### src/rtl/axis_gain_ramp.sv
// -----------------------------------------------------------------------------
// axis_gain_ramp
//
// Per-channel gain stage for a channel-interleaved AXIS audio stream. Each
// channel has its own current gain, which slews toward a target gain by at most
// RAMP_STEP per frame. This keeps gain changes click-free. Products are
// saturated to the sample range.
//
// Ports
//   axis_clk, axis_reset   clock, synchronous active-high reset
//   gain_target            per-channel target gain, ch c at [c*GAIN_W +: GAIN_W]
//   mute                   forces every channel's effective target to 0
//   s_axis_*               sample input (data / valid / ready / last)
//   m_axis_*               sample output (data / valid / ready / last)
//   ramp_busy              some channel's gain has not yet reached its target
//   sat_pulse              one cycle: the sample entering the output register
//                          was clipped
//   frame_err              one cycle after a last beat is accepted on a channel
//                          other than NUM_CH-1
//
// Handshake: a beat moves on a port when valid & ready are both high at a
// rising edge. The output register is stalled when m_axis_valid & ~m_axis_ready.
// While stalled, nothing in the block advances. s_axis_ready is ~stall &
// ~axis_reset. It depends on m_axis_ready combinationally, so a full pipeline
// can still move one beat per cycle.
// -----------------------------------------------------------------------------
module axis_gain_ramp #(
    parameter int DATA_W    = 24,
    parameter int NUM_CH    = 2,
    parameter int GAIN_W    = 16,
    parameter int FRAC_W    = 14,
    parameter int RAMP_STEP = 64
) (
    input  logic                     axis_clk,
    input  logic                     axis_reset,
    input  logic [NUM_CH*GAIN_W-1:0] gain_target,
    input  logic                     mute,
    input  logic [DATA_W-1:0]        s_axis_data,
    input  logic                     s_axis_valid,
    output logic                     s_axis_ready,
    input  logic                     s_axis_last,
    output logic [DATA_W-1:0]        m_axis_data,
    output logic                     m_axis_valid,
    input  logic                     m_axis_ready,
    output logic                     m_axis_last,
    output logic                     ramp_busy,
    output logic                     sat_pulse,
    output logic                     frame_err
);
    localparam int CH_W = (NUM_CH > 1) ? $clog2(NUM_CH) : 1;
    localparam int P_W  = DATA_W + GAIN_W + 1;

    localparam logic [CH_W-1:0]       LAST_CH = CH_W'(NUM_CH - 1);
    localparam logic [GAIN_W-1:0]     STEP    = GAIN_W'(RAMP_STEP);
    localparam logic signed [P_W-1:0] Q_MAX   = {{(P_W-DATA_W+1){1'b0}}, {(DATA_W-1){1'b1}}};
    localparam logic signed [P_W-1:0] Q_MIN   = {{(P_W-DATA_W+1){1'b1}}, {(DATA_W-1){1'b0}}};
    localparam logic [DATA_W-1:0]     D_MAX   = {1'b0, {(DATA_W-1){1'b1}}};
    localparam logic [DATA_W-1:0]     D_MIN   = {1'b1, {(DATA_W-1){1'b0}}};

    // Registers
    logic [CH_W-1:0]   ch_idx_q,    ch_idx_d;
    logic [GAIN_W-1:0] cur_gain_q [NUM_CH];
    logic [GAIN_W-1:0] cur_gain_d [NUM_CH];
    logic              s1_valid_q,  s1_valid_d;
    logic [DATA_W-1:0] s1_data_q,   s1_data_d;
    logic              s1_last_q,   s1_last_d;
    logic [GAIN_W-1:0] s1_gain_q,   s1_gain_d;
    logic              m_valid_q,   m_valid_d;
    logic [DATA_W-1:0] m_data_q,    m_data_d;
    logic              m_last_q,    m_last_d;
    logic              sat_pulse_q, sat_pulse_d;
    logic              frame_err_q, frame_err_d;

    // Combinational helpers
    logic                     stall;
    logic                     accept;
    logic [GAIN_W-1:0]        eff_target [NUM_CH];
    logic signed [P_W-1:0]    data_ext;
    logic signed [P_W-1:0]    gain_ext;
    logic signed [P_W-1:0]    product;
    logic signed [P_W-1:0]    shifted;
    logic                     sat_hi;
    logic                     sat_lo;

    // One ramp step toward tgt. The step is clamped so that it never overshoots.
    function automatic logic [GAIN_W-1:0] ramp_toward(input logic [GAIN_W-1:0] cur,
                                                      input logic [GAIN_W-1:0] tgt);
        if (tgt > cur) begin
            return (tgt - cur > STEP) ? cur + STEP : tgt;
        end
        return (cur - tgt > STEP) ? cur - STEP : tgt;
    endfunction

    always_comb begin
        ramp_busy = 1'b0;
        for (int c = 0; c < NUM_CH; c++) begin
            eff_target[c] = mute ? '0 : gain_target[c*GAIN_W +: GAIN_W];
            ramp_busy     = ramp_busy | (cur_gain_q[c] != eff_target[c]);
        end
    end

    always_comb begin
        stall        = m_valid_q & ~m_axis_ready;
        s_axis_ready = ~stall & ~axis_reset;
        accept       = s_axis_valid & s_axis_ready;

        // The gain is unsigned, so a zero is prepended before the signed multiply.
        data_ext = {{(P_W-DATA_W){s1_data_q[DATA_W-1]}}, s1_data_q};
        gain_ext = {{(P_W-GAIN_W){1'b0}}, s1_gain_q};
        product  = data_ext * gain_ext;
        shifted  = product >>> FRAC_W;
        sat_hi   = shifted > Q_MAX;
        sat_lo   = shifted < Q_MIN;

        ch_idx_d    = ch_idx_q;
        cur_gain_d  = cur_gain_q;
        s1_valid_d  = s1_valid_q;
        s1_data_d   = s1_data_q;
        s1_last_d   = s1_last_q;
        s1_gain_d   = s1_gain_q;
        m_valid_d   = m_valid_q;
        m_data_d    = m_data_q;
        m_last_d    = m_last_q;
        sat_pulse_d = 1'b0;
        frame_err_d = 1'b0;

        if (!stall) begin
            s1_valid_d = accept;
            if (accept) begin
                s1_data_d = s_axis_data;
                s1_last_d = s_axis_last;
                s1_gain_d = cur_gain_q[ch_idx_q];
            end

            m_valid_d   = s1_valid_q;
            m_last_d    = s1_valid_q & s1_last_q;
            sat_pulse_d = s1_valid_q & (sat_hi | sat_lo);
            if (s1_valid_q) begin
                m_data_d = sat_hi ? D_MAX : (sat_lo ? D_MIN : shifted[DATA_W-1:0]);
            end
        end

        if (accept) begin
            ch_idx_d    = (s_axis_last || ch_idx_q == LAST_CH) ? '0 : ch_idx_q + 1'b1;
            frame_err_d = s_axis_last & (ch_idx_q != LAST_CH);
            // The last beat was already captured with the old gain above. The
            // new gain takes effect from the next beat.
            if (s_axis_last) begin
                for (int c = 0; c < NUM_CH; c++) begin
                    cur_gain_d[c] = ramp_toward(cur_gain_q[c], eff_target[c]);
                end
            end
        end
    end

    always_ff @(posedge axis_clk) begin
        if (axis_reset) begin
            ch_idx_q    <= '0;
            cur_gain_q  <= '{default: '0};
            s1_valid_q  <= 1'b0;
            s1_data_q   <= '0;
            s1_last_q   <= 1'b0;
            s1_gain_q   <= '0;
            m_valid_q   <= 1'b0;
            m_data_q    <= '0;
            m_last_q    <= 1'b0;
            sat_pulse_q <= 1'b0;
            frame_err_q <= 1'b0;
        end else begin
            ch_idx_q    <= ch_idx_d;
            cur_gain_q  <= cur_gain_d;
            s1_valid_q  <= s1_valid_d;
            s1_data_q   <= s1_data_d;
            s1_last_q   <= s1_last_d;
            s1_gain_q   <= s1_gain_d;
            m_valid_q   <= m_valid_d;
            m_data_q    <= m_data_d;
            m_last_q    <= m_last_d;
            sat_pulse_q <= sat_pulse_d;
            frame_err_q <= frame_err_d;
        end
    end

    assign m_axis_data  = m_data_q;
    assign m_axis_valid = m_valid_q;
    assign m_axis_last  = m_last_q;
    assign sat_pulse    = sat_pulse_q;
    assign frame_err    = frame_err_q;

endmodule

### config.mk
export PLATFORM = sky130hd
export DESIGN_NAME = axis_gain_ramp
export DESIGN_NICKNAME = d
export VERILOG_FILES = /design/src/rtl/axis_gain_ramp.sv
export SDC_FILE = /design/constraint.sdc
export NUM_CORES = 1
export LEC_CHECK = 0
export CORE_UTILIZATION = 42
export DETAILED_ROUTE_END_ITERATION = 8
export SLEW_MARGIN = 5
export SYNTH_ARGS = -nofsm -noshare
export SYNTH_HDL_FRONTEND = slang
export SYNTH_SLANG_ARGS = --single-unit
### constraint.sdc
create_clock -name axis_clk -period 20.9 [get_ports axis_clk]
set_clock_uncertainty 0.1 [all_clocks]
set_input_delay 3.135 -clock axis_clk [delete_from_list [all_inputs] [get_ports axis_clk]]
set_output_delay 3.135 -clock axis_clk [all_outputs]
set_load 0.05 [all_outputs]
==> flow_summary.toml <==
[cts]
cts_tree = "done"
cts_buffers = 9
clk_pin_slew_ns = 0.08
post-cts-setup-buffers = 0
clock_sinks = 103
clock_latency_ns = 0.39
htreeDepth = 3
cts_buffer_depth = 2
holdBufCountCts = 0
cts_resized = 0
cts_root_buf = "clkbuf_16"

[timing]
rsz0062_at_grt = "false"
maxSlewHeadroom_pct = 15.27
worstMarginPinSlew_ns = 1.269
whs_ns = 0.3664
finalHoldViolations = 0
finalMaxSlewViolations = 0
max_clock_freq_mhz = 95.43
layout_setup_ws_ns = 10.42
fin_crit_ns = 10.48
fin_crit_sh_pct = 50.14
finalSetupTns_ns = 0
setup_violations = 0

[grt]
grt_pass1_wl_um = 105300
grt.total_usage_pct = 24.99
grt_pass1_vias = 19166
antenna_found_initial = 0
grt_max_degree = 83
grt.overflow.total = 0

[power_and_ir_drop]
total_power_mw = 1.049
p_comb_share_pct = 57.5
internal-power_mw = 0.5323
switching_power_mw = 0.5165
power-per-cell-area_nw_per_um2 = 43.73
leakagePower_nw = 11.29
netSwitchingFraction_pct = 49.25
peakVddDrop_uv = 52.11
clkPwrFrac_pct = 18.0
power_frac_seq_pct = 24.4

[critical_path]
cp.arrival_ns = 7.24
startpoint_type = "primary input"
critPathMaxFanout = 32
critPathKind = "in -> out"
crit_slowest_cell = "clkdlybuf4s50_1"
required_ns = 17.67
critPathMaxStageDelay_ns = 1.25
worst_setup_path_end_kind = "output port"
worstPathCellList = "clkdlybuf4s50_1, nand2b_1, inv_1, ha_1, nand4_1, nor4_1, nand4_1, clkdlybuf4s50_1"

[routing]
first_pass_iters = 5
vias = 18440
detail-route-antenna-nets = 0
viasPerCell = 5.451
drt_iter0_drc = 1119
routed_wl_um = 64240
drc = 0
wl_per_cell_um = 18.99

[floorplan]
core_area_um2 = 52550
io_pins = 92
rows = 84
die_h_um = 232.8
die_area_um2 = 54180
fp.dieW_um = 232.8
start_util_pct = 42.56

[placement]
pre_cts_slack_ns = 10.37
placement.io_buffers = 91
dp_hpwl_um = 50980
gp_congestion = 0.9172

[cells_and_area]
multi_input_area_um2 = 17750
fillers = 5247
syn_to_final_growth_pct = 7.233
num-nets-final = 3293
drive_above_1_share_pct = 2.524
regArea_um2 = 2062
fin_util_pct = 45.64

[min_path]
hold_path_class = "reg -> reg"

[outcome]
run_status = "completed"

[synthesis]
synthTopCellsByArea = "fa_1 (34%), ha_1 (9.2%), dfxtp_1 (9.2%)"
syn_avg_cell_area_um2 = 8.247
synth_edf_count = 0
synth_nets = 3316
synth_top_area_share_pct = 33.74
synthFlopType = "dfxtp_1"
async_flop_share_pct = 0
synth_top_area_cell = "fa_1"
ys_seq_area_share_pct = 9.219
ys_ff_latch = 103
ys_warn_count = 0
synth.cell_area_um2 = 22370
synthCells = 2712
yosysUniqueCellTypes = 81

[job]
drv_cap = 0
[per-stage QoR]
stage | cells | instance area (um2)
6_report | 3383 | 23980
4_1_cts | 3382 | 23980
2_1_floorplan | 2712 | 22370
3_5_place_dp | 3366 | 23670
5_1_grt | 3382 | 23980
3_3_place_gp | 3366 | 23670
[path summary, 6_finish.rpt]
check	start	endpoint	slack [ns]	depth (start not counted)
worst min register to register	s1_last_q	s1_last_q	0.37	2
worst max-delay path	mute	ramp_busy	10.42	8
worst max register to register	s1_gain_q[6]	m_axis_data[4]	12.31	22
worst min-delay path	s1_last_q	s1_last_q	0.37	2
[cell usage after synthesis, types with 17 or more instances]
cell / number
xor2_1: 23
and2_1: 161
and3_1: 17
nand2b_1: 68
nand4_1: 25
a21oi_1: 102
o21ai_0: 94
nand3_1: 47
fa_1: 377
mux2i_1: 22
nand2_1: 346
a211oi_1: 48
nor3_1: 43
dfxtp_1: 103
nor2_1: 101
ha_1: 165
clkbuf_1: 115
inv_1: 519
xnor2_1: 55
[per-layer routing]
layer	GRT usage, %	routed length (um)	up-vias
met5	0	0	-
li1	-	-	8552
met3	4.522	4429	70
met1	35.20	29160	9246
met2	39.79	29500	572
met4	5.433	1149	0
[kinds of logic (layout without fill, tap and decap cells)]
logic type	count (synthesis)	after routing	share of synthesized area (%)
AO/OA/AOI/OAI	428	428	13.01
multiplexers	23	23	1.035
XOR/XNOR	78	78	3.054
flip-flops	103	103	9.219
buffers and inverters	662	644	11.41
adder cells (fa/ha/maj)	542	542	42.97
other	0	1	0
AND/OR/NAND/NOR	876	876	19.30
[cells in the final DEF, fill, tap and decap left out, types with 9 or more instances in the layout]
master / n
ha_1: 165
clkdlybuf4s50_1: 90
a211oi_1: 48
mux2i_1: 22
o31ai_1: 12
nor4_1: 10
o21a_1: 12
clkbuf_16: 9
buf_4: 18
nand2b_1: 68
nor3_1: 43
a221oi_1: 12
xor2_1: 23
o21ai_0: 94
and2_1: 160
a31oi_1: 16
o211ai_1: 10
a21o_1: 16
fa_1: 377
nor2b_1: 15
xnor2_1: 55
dfxtp_1: 103
nand3_1: 47
nor2_1: 101
nand4_1: 25
and3_1: 17
nand2_1: 346
a21oi_1: 102
inv_1: 519
or3_1: 10
[layout make-up]
| class | count | area share [%] |
|---|---|---|
| flip-flops and latches | 103 | 8.597 |
| clock buffers | 9 | 0.9390 |
| multi-input cells | 1947 | 74.03 |
| diodes | 1 | 0.01043 |
| well taps | 688 | 3.589 |
| inverters | 520 | 8.138 |
| clock inverters | 7 | 0.3808 |
| repair buffers | 108 | 4.319 |
[critical path: cells and delay by family]
family	cells	cell delay, ns
buffers and inverters	3	2.08
and+or+nand+nor	4	1.49
adders and majority gates	1	0.53
[power by group through the flow]
stage          combinational [mW]  sequential (mW)  clock [mW]
2_1_floorplan               0.427            0.254           0
3_3_place_gp                0.594            0.259           0
3_5_place_dp                0.598            0.259           0
4_1_cts                     0.603            0.255       0.194
5_1_grt                     0.677            0.258       0.200
6_report                    0.603            0.256       0.189
[registers in the layout, summed over array words and instances, names as in the netlist, 16 cells and up]
| signal | count |
|---|---|
| m_axis_data | 24 |
| s1_gain_q | 16 |
| cur_gain_q | 32 |
| s1_data_q | 24 |
(Power assumes the default switching activity.)
